$ cat src/rtl/sram_initiator.sv
// sram_initiator: single-port SRAM initiator with a zero-fill clear engine
// and a credit-managed, in-order read response FIFO.
module sram_initiator #(
  parameter int DATA_WIDTH    = 64,
  parameter int NUM_WORDS     = 1024,
  parameter int READ_LATENCY  = 1,
  parameter int RSP_DEPTH     = 4,
  parameter bit INIT_ON_RESET = 1'b1,
  localparam int BW = (DATA_WIDTH + 7) / 8,
  localparam int AW = $clog2(NUM_WORDS)
) (
  input  logic                  clk_i,
  input  logic                  rst_ni,
  input  logic                  init_i,
  output logic                  busy_o,
  input  logic                  req_valid_i,
  output logic                  req_ready_o,
  input  logic                  req_we_i,
  input  logic [AW-1:0]         req_addr_i,
  input  logic [DATA_WIDTH-1:0] req_wdata_i,
  input  logic [BW-1:0]         req_be_i,
  output logic                  rsp_valid_o,
  input  logic                  rsp_ready_i,
  output logic [DATA_WIDTH-1:0] rsp_rdata_o,
  output logic                  sram_req_o,
  output logic                  sram_we_o,
  output logic [AW-1:0]         sram_addr_o,
  output logic [DATA_WIDTH-1:0] sram_wdata_o,
  output logic [BW-1:0]         sram_be_o,
  input  logic [DATA_WIDTH-1:0] sram_rdata_i
);

  localparam int PW = (RSP_DEPTH > 1) ? $clog2(RSP_DEPTH) : 1;
  localparam int CW = $clog2(RSP_DEPTH + READ_LATENCY + 1);
  localparam logic [AW-1:0] LAST = AW'(NUM_WORDS - 1);
  localparam logic [AW:0] NW = NUM_WORDS[AW:0];
  localparam logic [PW-1:0] PLAST = PW'(RSP_DEPTH - 1);
  localparam logic [CW-1:0] DEPTH = CW'(RSP_DEPTH);

  typedef enum logic {CLEAR, RUN} state_t;

  state_t state;
  logic [AW-1:0] cnt;

  logic [READ_LATENCY-1:0] pv;
  logic [READ_LATENCY-1:0] po;

  logic [DATA_WIDTH-1:0] mem [RSP_DEPTH];
  logic [PW-1:0] wp;
  logic [PW-1:0] rp;
  logic [CW-1:0] count;
  logic [CW-1:0] inflight;
  logic [CW-1:0] used;

  logic oor;
  logic credit_ok;
  logic accept;
  logic rd_acc;
  logic push;
  logic pop;
  logic full;
  logic empty;
  logic [DATA_WIDTH-1:0] push_data;

  always_comb begin
    inflight = '0;
    for (int i = 0; i < READ_LATENCY; i++)
      inflight = inflight + CW'(pv[i]);
  end

  // Credits cover both reads still in the SRAM pipe and queued responses
  assign used      = inflight + count;
  assign credit_ok = used < DEPTH;
  assign oor       = {1'b0, req_addr_i} >= NW;

  assign req_ready_o = rst_ni && (state == RUN) && !init_i
                       && (req_we_i || credit_ok);
  assign accept = req_valid_i && req_ready_o;
  assign rd_acc = accept && !req_we_i;
  assign busy_o = rst_ni && (state == CLEAR);

  always_comb begin
    sram_req_o   = 1'b0;
    sram_we_o    = req_we_i;
    sram_addr_o  = req_addr_i;
    sram_wdata_o = req_wdata_i;
    sram_be_o    = req_be_i;
    if (rst_ni && state == CLEAR) begin
      sram_req_o   = 1'b1;
      sram_we_o    = 1'b1;
      sram_addr_o  = cnt;
      sram_wdata_o = '0;
      sram_be_o    = '1;
    end else if (accept) begin
      sram_req_o = !oor;
    end
  end

  always_ff @(posedge clk_i) begin
    if (!rst_ni) begin
      state <= INIT_ON_RESET ? CLEAR : RUN;
      cnt   <= '0;
    end else begin
      unique case (state)
        CLEAR: begin
          cnt <= cnt + 1'b1;
          if (cnt == LAST) begin
            state <= RUN;
            cnt   <= '0;
          end
        end
        RUN: begin
          if (init_i) begin
            state <= CLEAR;
            cnt   <= '0;
          end
        end
        default: state <= RUN;
      endcase
    end
  end

  // Out-of-range reads travel the pipe too so responses stay in order
  assign push      = pv[READ_LATENCY-1];
  assign push_data = po[READ_LATENCY-1] ? '0 : sram_rdata_i;
  assign empty     = (count == '0);
  assign full      = (count == DEPTH);

  assign rsp_valid_o = rst_ni && !empty;
  assign rsp_rdata_o = mem[rp];
  assign pop         = rsp_valid_o && rsp_ready_i;

  always_ff @(posedge clk_i) begin
    if (!rst_ni) begin
      pv    <= '0;
      po    <= '0;
      wp    <= '0;
      rp    <= '0;
      count <= '0;
    end else begin
      for (int i = READ_LATENCY - 1; i > 0; i--) begin
        pv[i] <= pv[i-1];
        po[i] <= po[i-1];
      end
      pv[0] <= rd_acc;
      po[0] <= rd_acc && oor;
      if (push)
        wp <= (wp == PLAST) ? '0 : wp + 1'b1;
      if (pop)
        rp <= (rp == PLAST) ? '0 : rp + 1'b1;
      count <= count + CW'(push) - CW'(pop);
    end
  end

  always_ff @(posedge clk_i) begin
    if (push)
      mem[wp] <= push_data;
  end

  assert property (@(posedge clk_i) disable iff (!rst_ni)
    !(push && full && !pop));

endmodule

$ cat config.mk
export PLATFORM = sky130hd
export DESIGN_NAME = sram_initiator
export DESIGN_NICKNAME = d
export VERILOG_FILES = /design/src/rtl/sram_initiator.sv
export SDC_FILE = /design/constraint.sdc
export NUM_CORES = 1
export LEC_CHECK = 0
export CAP_MARGIN = 20
export CORE_MARGIN = 3
export CORE_UTILIZATION = 40
export CTS_CLUSTER_SIZE = 16
export DETAILED_ROUTE_END_ITERATION = 10
export PLACE_DENSITY = 0.71
export SYNTH_ARGS = -nofsm -noshare
export SYNTH_HDL_FRONTEND = slang
export SYNTH_SLANG_ARGS = --single-unit
$ cat constraint.sdc
create_clock -name clk_i -period 2.5 [get_ports clk_i]
set_clock_uncertainty 0.05 [all_clocks]
set_input_delay 0.375 -clock clk_i [delete_from_list [all_inputs] [get_ports clk_i]]
set_output_delay 0.375 -clock clk_i [all_outputs]
set_load 0.05 [all_outputs]
==> run_results.csv, run 1 <==
group,metric,value,unit
drt,vias,6239,
floorplan,io_pins,303,
setup_path,r2r_setup_slack,0.79,ns
worst_hold_path,hold_path_class,"in -> reg",
setup_path,critical_path_required,2.08,ns
pwr,peakVddDrop,0.4014,mV
setup_path,r2r-start,"cnt[0]",
clock_tree,cts_tree,"yes",
yosys,synth_seq_cells,277,
setup_path,cp-start-kind,"register",
drt,drt_pre_antenna_iters,4,
drt,ant_nets,0,
yosys,synth.avg_cell_area,19.36,um^2
setup_path,path_cells,"ha_1 -> ha_1 -> xor2_1 -> a21boi_2 -> nand2_1 -> nand2_1 -> buf_12",
floorplan,fp.coreArea,26430,um^2
yosys,ys_seq_area_share,74.27,%
pwr,p_int,7.781,mW
yosys,syn_area,10920,um^2
clock_tree,post_cts_resized,0,
global_routing,grt_use_met3,4.964,%
layout,post-route-util,61.73,%
clock_tree,cts-root-buf,"clkbuf_16",
drt,vias_per_cell,5.007,
yosys,yosys.cell_types.count,44,
pwr,p_clk_share,38.4,%
pwr,cellLeakagePower,5.665,nW
sta,relSlewSlack,69.48,%
sta,setup_viol,0,
layout,area_delta_synth_final,49.44,%
yosys,synth.yosys.warnings,0,
floorplan,start_util,41.31,%
floorplan,dieArea,29310,um^2
floorplan,fp.dieH,171.2,um
sta,finalMaxSlewViolations,0,
clock_tree,clock_sinks,277,
setup_path,path_class,"reg -> out",
sta,min_period,2.386,ns
global_routing,gr-usage-all-layers,17.00,%
yosys,yosysTopAreaCell,"edfxtp_1",
layout,multi_input_area,2626,um^2
setup_path,critPathBufInv,1,
global_routing,busiest_layer,"met2",
worst_hold_path,min_to,"push",
setup_path,crit_fanout,2,
yosys,synth_most_common_cell,"edfxtp_1",
worst_hold_path,holdPathStages,2,
yosys,synth_cells,564,
layout,nets,1052,
yosys,synthTopCellsByArea,"edfxtp_1 70%, mux4_2 13%, and2_1 4.0%",
drt,drt_iter0_drc,412,
floorplan,fp-row-count,59,
global_routing,grt_use_met1,20.67,%
sta,worstMarginPinSlew,0.4579,ns
worst_hold_path,hp-start,"req_we_i",
sta,rsz0062_at_grt,"false",
drt,routed_wl,25.60,mm
status,status,"finished clean",
setup_path,worst_path_max_delay_cell,"dfxtp_1",
clock_tree,cts_max_path_buffers,3,
floorplan,die_w,171.2,um
yosys,synth_common_cells,"256 x edfxtp_1, 69 x and2_1, 64 x mux4_2",
layout,design_area,16310,um^2
global_routing,grtUsageMet2,30.27,%
setup_path,critical_path_arrival,1.96,ns
layout,fillers,1912,
drt,wire_per_inst,20.55,um
pwr,powerDensity,604.9,nW/um^2
setup_path,critPathTopFamily,"adder cells",
global_routing,antenna_found_initial,0,
sta,max_clock_freq,0.4191,GHz
clock_tree,cts.htree.levels,1,
global_routing,grt_max_degree,75,
yosys,synth_ff_type,"edfxtp_1",
clock_tree,path_clk_slew,0.06,ns
sta,period_share,95.45,%
pwr,total_power,9.868,mW
sta,hold_violations,0,
clock_tree,cts_made_buffers,27,
yosys,syn_nets,726,
layout,regArea,8115,um^2
pwr,seqPwrFrac,51.3,%
job,max_cap_viol_count,0,
pwr,switching_share,21.15,%
sta,finalSetupTns,0,ns
global_routing,grt_pass1_vias,6618,
place,dp_hpwl,18.52,mm
place,gp_congestion,0.7995,
place,place_area,15440,um^2
pwr,combPwrFrac,10.3,%
layout,drive_above_1_share,32.31,%
place,numPortBuffers,302,
place,dp_cells,1193,
pwr,power.switching,2.087,mW
global_routing,grt_pass1_wl,38.09,mm
yosys,synth_edf_count,256,
drt,drc,0,
yosys,synth_top_area_share,70.42,%
setup_path,ff2ff_path_depth,5,
setup_path,max_stage_delay,0.32,ns
setup_path,crit_path_end_kind,"output port",
clock_tree,clk_latency,0.51,ns
yosys,synthArstFlopShare,0,%
layout,fin_cells,1246,
setup_path,r2r-end,"cnt[5]",
global_routing,gr-total-overflow,0,
-- layout by cell type (no fill, tap or decap), types with 2 or more instances in the layout --
master           netlist  final
buf_12                 0    116
clkinv_2               0      6
mux4_2                64     64
nand3_1                6      6
clkbuf_1               7      4
edfxtp_1             256    256
buf_4                  7     60
ha_1                  10     10
xor2_1                 3      3
clkinvlp_4             0      3
dfxtp_4                0      2
inv_1                  6      6
clkbuf_16              0     27
o21ai_0                6      6
o211ai_1               2      2
a22o_1                 2      2
and2_4                 0      4
clkdlybuf4s50_1        0    151
nor2b_1                4      4
clkinv_4               0      3
nand2_1               46     46
nand4_1                2      2
mux2i_1                2      2
dfxtp_1               21     19
nor2_1                 6      6
clkinv_1               0      4
nand2b_1               8      8
bufinv_16              0      2
and2_1                69     65
-- worst register-to-register path, stage by stage, from the launching register on --
cell and delay, ns:
dfxtp_1 0.47, ha_1 0.26, and4_2 0.32, a31oi_4 0.15
a21o_1 0.19, a22o_1 0.17
-- sequential cells by signal (all words and copies together) (netlist names), named ones only --
name,count
mem,256
state,1
push,1
cnt,10
rp,2
count,3
wp,2
-- stage by stage --
step           setup slack, ns  hold slack (ns)
3_3_place_gp            0.3146           0.4350
5_1_grt                0.01090           0.4063
2_1_floorplan           0.1783           0.3974
4_1_cts                0.02074           0.3762
6_report                0.1137           0.4068
3_5_place_dp            0.2639           0.4567
-- power groups by stage --
stage | Clock [mW] | Combinational (mW) | Sequential (mW)
2_1_floorplan | 0 | 0.361 | 5.16
3_3_place_gp | 0 | 1.01 | 5.16
3_5_place_dp | 0 | 1.02 | 5.16
4_1_cts | 3.92 | 1.02 | 5.06
5_1_grt | 4.11 | 1.05 | 5.06
6_report | 3.79 | 1.01 | 5.06
-- worst max path at each step --
stage	start	end	cells after the start
global placement	rst_ni	sram_req_o	6
floorplan	push	sram_req_o	6
CTS	count[0]	sram_req_o	7
global route	count[0]	sram_req_o	7
finish	count[0]	sram_req_o	7
detailed placement	rst_ni	sram_req_o	6
-- layer usage --
| layer | up-vias | part of all wire, % |
|---|---|---|
| li1 | 2863 | - |
| met1 | 3096 | 38 |
| met2 | 247 | 52 |
| met3 | 33 | 8.4 |
| met4 | 0 | 1.9 |
| met5 | - | 0 |
-- layout make-up --
cell class	instances	share of cell area [%]
clock buffers	31	4.233
well taps	335	2.569
clock inverters	18	0.9433
flip-flops and latches	277	49.74
repair buffers	327	26.26
inverters	6	0.1380
multi-input cells	251	16.10
diodes	1	0.01534
-- repair_timing --
| action | in CTS | in global routing |
|---|---|---|
| cloned | 0 | 0 |
| setup endpoints to repair | 28 | 1 |
| setup buffers | 2 | 1 |
| pin swaps | 0 | 1 |
| hold buffers | 0 | 0 |
-- cells by family (layout without fill, tap and decap cells) --
| group | after synthesis | in the layout | synth area share [%] |
|---|---|---|---|
| compound gates | 20 | 20 | 1.513 |
| xor+xnor | 4 | 4 | 0.3210 |
| fa+ha+maj | 10 | 10 | 1.146 |
| buf+inv | 36 | 382 | 1.765 |
| flops | 277 | 277 | 74.27 |
| mux | 66 | 66 | 13.39 |
| other cells | 0 | 1 | 0 |
| simple gates | 151 | 151 | 7.599 |
Power figures use the tool's default switching activity.
==> run 2, diff against run 1 <==
--- a/config.mk
+++ b/config.mk
@@ -7,10 +7,11 @@
 export LEC_CHECK = 0
 export CAP_MARGIN = 20
 export CORE_MARGIN = 3
-export CORE_UTILIZATION = 40
+export CORE_UTILIZATION = 43
 export CTS_CLUSTER_SIZE = 16
 export DETAILED_ROUTE_END_ITERATION = 10
-export PLACE_DENSITY = 0.71
+export PLACE_DENSITY = 0.76
+export SLEW_MARGIN = 15
 export SYNTH_ARGS = -nofsm -noshare
 export SYNTH_HDL_FRONTEND = slang
 export SYNTH_SLANG_ARGS = --single-unit
==> run 2 against run 1 <==
  * Fmax is 0.73% lower
  * Non-clock buffer count is 4 lower
  * Setup slack worse by 0.018 ns
  * Count of clock-buffer cells in the layout is 1 higher
  * Worst hold slack worse by 0.030 ns
  * Die area is 6.7% lower
  * Global-route usage is 1.7 points higher
  * Clock power is 1% higher
  * Critical path type unchanged
  * Largest cell class unchanged
  * Largest power group unchanged
==> run_results.csv, run 2 (synthesized netlist as in run 1, its figures left out) <==
group,metric,value,unit
status,status,"finished clean",
clock_tree,cts_made_buffers,26,
pwr,powerDensity,616.6,nW/um^2
global_routing,antenna_found_initial,0,
pwr,cellLeakagePower,5.561,nW
pwr,peakVddDrop,0.4492,mV
place,dp_cells,1178,
layout,num_antenna_cells,0,
sta,rsz0062_at_grt,"true",
place,gp_congestion,0.8113,
sta,min_period,2.404,ns
place,dp_hpwl,18.73,mm
setup_path,critPathBufInv,2,
setup_path,r2r_setup_slack,0.79,ns
setup_path,worst_path_max_delay_cell,"mux4_2",
global_routing,grt_max_degree,94,
drt,wire_per_inst,21.33,um
layout,final_common_cell,"edfxtp_1",
layout,drive_above_1_share,31.93,%
drt,vias_per_cell,5.048,
sta,relSlewSlack,74.17,%
setup_path,r2r-end,"count[2]",
floorplan,fp-row-count,57,
sta,finalMaxSlewViolations,0,
layout,nets,1047,
floorplan,fp.coreArea,24600,um^2
layout,fillers,1714,
drt,drt_pre_antenna_iters,4,
layout,fin_cells,1229,
worst_hold_path,hp-start,"req_valid_i",
floorplan,start_util,44.37,%
worst_hold_path,hold_path_class,"in -> reg",
worst_hold_path,holdPathStages,3,
setup_path,critical_path_arrival,1.98,ns
sta,worstMarginPinSlew,0.3870,ns
clock_tree,path_clk_slew,0.06,ns
sta,max_clock_freq,0.4160,GHz
drt,drt_iter0_drc,371,
sta,period_share,96.16,%
clock_tree,hold_buffers,0,
setup_path,crit_path_end_kind,"output port",
setup_path,crit_fanout,21,
setup_path,critPathTopFamily,"multiplexers",
floorplan,io_pins,303,
clock_tree,clk_latency,0.51,ns
global_routing,gr-total-overflow,0,
setup_path,max_stage_delay,0.55,ns
drt,routed_wl,26.22,mm
job,max_cap_viol_count,0,
sta,fin_ws,0.09609,ns
clock_tree,cts-root-buf,"clkbuf_16",
floorplan,dieArea,27340,um^2
floorplan,fp.dieH,165.3,um
layout,final_cell_mix,"256 x edfxtp_1, 151 x clkdlybuf4s50_1, 95 x buf_12",
drt,vias,6204,
layout,reg_top3,"mem x256, cnt x10, count x3",
setup_path,r2r-start,"count[2]",
layout,largest_reg_flops,256,
layout,area_delta_synth_final,47.23,%
global_routing,gr-usage-all-layers,18.73,%
drt,ant_nets,0,
clock_tree,cts.htree.levels,1,
clock_tree,clock_sinks,277,
place,place_ws,0.1806,ns
sta,hold_violations,0,
floorplan,die_w,165.3,um
global_routing,grt_pass1_wl,38.46,mm
setup_path,cp-start-kind,"register",
setup_path,critical_path_required,2.08,ns
layout,top_register,"mem",
sta,setup_viol,0,
setup_path,path_class,"reg -> out",
setup_path,ff2ff_path_depth,6,
setup_path,path_cells,"buf_12 -> mux4_2 -> buf_4",
worst_hold_path,min_to,"push",
clock_tree,cts_tree,"yes",
clock_tree,cts_max_path_buffers,3,
drt,drc,0,
place,numPortBuffers,302,
global_routing,grt_pass1_vias,6540,
## run 2: cell types whose count changed in the layout (fill, tap and decap cells not counted), moves of 2 or more
cell and delta:
buf_6 +3, buf_4 +12, clkinv_4 -3, clkinv_1 +2, buf_12 -21, clkinv_2 -3
## run 2: metal layers
metal / GRT usage [%] / share of wire [%] / wire length [um] / vias to the layer above
li1: - / - / - / 2859
met1: 22.40 / 36 / 9332 / 3068
met2: 33.43 / 53 / 13890 / 246
met3: 6.011 / 9.8 / 2572 / 31
met4: 3.819 / 1.6 / 417 / 0
met5: 0 / 0 / 0 / -
## run 2: area by class of cell
class,count,area [um^2],area share (%)
Sequential cell,277,8119,50.51
Timing Repair Buffer,323,4040,25.14
Multi-Input combinational cell,251,2636,16.40
Clock buffer,32,694.4,4.320
Tap cell,324,405.4,2.522
Clock inverter,16,155.1,0.9653
Inverter,6,22.52,0.1401
## run 2: worst max path at each step
stage                       endpoint  cells after the start
finish                rsp_rdata_o[2]                      3
global route         rsp_rdata_o[20]                      3
CTS                       sram_req_o                      7
detailed placement  sram_wdata_o[24]                      5
global placement    sram_wdata_o[24]                      5
floorplan                 sram_req_o                      6
## run 2: timing repair
action	CTS	global route
buffers inserted	1	1
pin swaps	0	1
resized for setup	2	6
cloned	0	1
setup endpoints to repair	48	7
## run 2: report_power, final
| group | internal, mW | switching, mW | total (mW) |
|---|---|---|---|
| Clock | 2.28 | 1.56 | 3.84 |
| Combinational | 0.530 | 0.482 | 1.01 |
| Sequential | 5.05 | 0.00749 | 5.06 |
## run 2: metrics by stage
step	instance area (um^2)	power, mW	hold WS (ns)	util, %	setup TNS, ns
finish	16070	9.911	0.3771	65.32	0
global route	16070	10.24	0.3699	65.32	-0.004351
CTS	16020	10.01	0.3379	65.10	0
detailed placement	15150	6.181	0.4545	61.58	0
global placement	15150	6.170	0.4382	61.58	0
floorplan	10920	5.524	0.3974	-	0
## run 2: worst min-delay path, cell delays in order
cell	delay, ns
clkdlybuf4s50_1	0.40
nand2_1	0.09
nor2_1	0.04
==> run 3, diff against run 2 <==
--- a/config.mk
+++ b/config.mk
@@ -5,13 +5,14 @@
 export SDC_FILE = /design/constraint.sdc
 export NUM_CORES = 1
 export LEC_CHECK = 0
+export ABC_CLOCK_PERIOD_IN_PS = 2500
 export CAP_MARGIN = 20
-export CORE_MARGIN = 3
+export CORE_MARGIN = 2
 export CORE_UTILIZATION = 43
 export CTS_CLUSTER_SIZE = 16
 export DETAILED_ROUTE_END_ITERATION = 10
 export PLACE_DENSITY = 0.76
-export SLEW_MARGIN = 15
+export SLEW_MARGIN = 40
 export SYNTH_ARGS = -nofsm -noshare
 export SYNTH_HDL_FRONTEND = slang
 export SYNTH_SLANG_ARGS = --single-unit
==> run 3 against run 2 <==
  * Core utilization decreased by 0.12 points
  * Sequential share of layout area shrank 0.79 points
  * Sequential power hardly changed
  * Count of clock-buffer cells in the layout fell by 1
  * Clock power is 7.6% lower
  * Worst hold slack lost 0.024 ns
  * Power shrank 2.9%
  * Die area is 2.4% lower
  * Global-route usage fell by 0.12 points
==> run_results.csv, run 3 (synthesized netlist as in run 1, its figures left out) <==
group,metric,value,unit
floorplan,fp-row-count,58,
setup_path,crit_end,"rsp_rdata_o[7]",
sta,finalMaxSlewViolations,0,
setup_path,critical_path_required,2.08,ns
place,gp_congestion,0.7956,
sta,relSlewSlack,73.13,%
clock_tree,cts_tree,"yes",
drt,ant_nets,0,
global_routing,gr-usage-all-layers,18.61,%
global_routing,grt_pass1_wl,37.32,mm
pwr,cellLeakagePower,5.668,nW
place,dp_cells,1188,
sta,min_period,2.404,ns
layout,top_register,"mem",
floorplan,dieArea,26680,um^2
setup_path,r2r-end,"count[2]",
setup_path,critical_path_arrival,1.98,ns
floorplan,start_util,43.60,%
status,status,"finished clean",
drt,drt_pre_antenna_iters,4,
layout,final_common_cell,"edfxtp_1",
sta,setup_viol,0,
clock_tree,clk_latency,0.52,ns
global_routing,antenna_found_initial,0,
layout,final_cell_mix,"256 x edfxtp_1, 151 x clkdlybuf4s50_1, 120 x buf_12",
pwr,total_power,9.623,mW
floorplan,fp.dieH,163.3,um
drt,vias_per_cell,5.042,
floorplan,fp.coreArea,25040,um^2
clock_tree,cts_made_buffers,27,
drt,drc,0,
setup_path,cp-start-kind,"register",
setup_path,path_class,"reg -> out",
layout,reg_top3,"mem x256, cnt x10, count x3",
layout,fin_cells,1243,
clock_tree,cts-root-buf,"clkbuf_16",
sta,period_share,96.16,%
layout,fillers,1732,
clock_tree,cts_max_path_buffers,3,
global_routing,gr-total-overflow,0,
layout,area_delta_synth_final,49.54,%
drt,wire_per_inst,20.39,um
drt,routed_wl,25.35,mm
floorplan,io_pins,303,
pwr,peakVddDrop,0.4421,mV
clock_tree,cts.htree.levels,1,
worst_hold_path,hold_path_class,"in -> reg",
sta,max_clock_freq,0.4160,GHz
sta,rsz0062_at_grt,"true",
sta,hold_slack,0.3531,ns
setup_path,r2r-start,"count[2]",
layout,nets,1056,
job,max_cap_viol_count,0,
drt,vias,6267,
setup_path,ff2ff_path_depth,6,
place,numPortBuffers,302,
layout,num_antenna_cells,0,
setup_path,crit_path_end_kind,"output port",
place,dp_hpwl,18.64,mm
setup_path,crit_fanout,16,
sta,worstMarginPinSlew,0.4031,ns
clock_tree,clock_sinks,277,
floorplan,die_w,163.3,um
sta,hold_violations,0,
pwr,powerDensity,589.5,nW/um^2
setup_path,r2r_setup_slack,0.69,ns
global_routing,grt_pass1_vias,6516,
drt,drt_iter0_drc,434,
layout,drive_above_1_share,32.09,%
clock_tree,path_clk_slew,0.06,ns
global_routing,grt_max_degree,94,
layout,largest_reg_flops,256,
-- run 3: changes by cell type in the layout (fill, tap and decap cells not counted), sizes merged --
cell      change
clkinvlp      -1
clkinv        +4
clkbuf        -2
inv           +1
bufinv        -3
buf           +9
-- run 3: how the worst min path moves through the flow --
| stage | startpoint | to | slack (ns) | cells after the start |
|---|---|---|---|---|
| after floorplan | req_we_i | push | 0.40 | 1 |
| after global placement | rp[1] | register | 0.44 | 2 |
| after detailed placement | rp[1] | register | 0.44 | 2 |
| after CTS | req_we_i | push | 0.33 | 2 |
| after global routing | req_valid_i | push | 0.35 | 3 |
| final | req_we_i | push | 0.35 | 2 |
-- run 3: layout make-up --
type,instances,area [um^2],area share [%]
clock buffer,31,690.7,4.231
clock inverter,17,83.83,0.5135
inverter,6,22.52,0.1380
multi-input combinational,251,2634,16.13
sequential,277,8117,49.72
tap,330,412.9,2.529
timing repair buffer,331,4364,26.73
-- run 3: repair_timing --
item / in CTS / in global routing
hold buffers: 0 / 0
resized for setup: 2 / 0
setup buffers: 2 / 5
endpoints found under the setup margin: 54 / 16
pin swaps: 1 / 1
-- run 3: where the power goes --
| part | switching (mW) | internal [mW] | leakage [nW] |
|---|---|---|---|
| Sequential | 0.00686 | 5.06 | 2.47 |
| Combinational | 0.481 | 0.531 | 2.83 |
| Clock | 1.58 | 1.97 | 0.370 |
| Total | 2.07 | 7.55 | 5.67 |
-- run 3: critical path, cell delays in order (launching register included) --
cell	delay, ns
dfxtp_4	0.48
buf_12	0.21
mux4_2	0.57
buf_12	0.18
-- run 3: metrics by stage --
step           area [um^2]  worst slack, ns  utilization [%]   TNS, ns
2_1_floorplan        10920           0.1783                -         0
3_3_place_gp         15490           0.2653            61.86         0
3_5_place_dp         15490           0.1656            61.86         0
4_1_cts              16290         0.009763            65.05         0
5_1_grt              16320         -0.01178            65.20  -0.01178
6_report             16320          0.09597            65.20         0
-- run 3: layer usage --
layer	track usage, %	routed length [um]	part of all wire (%)	up-vias
met2	33.85	13540	53	272
met1	21.70	9011	36	3097
li1	-	-	-	2862
met4	4.907	547	2.2	0
met5	0	0	0	-
met3	5.053	2242	8.8	36
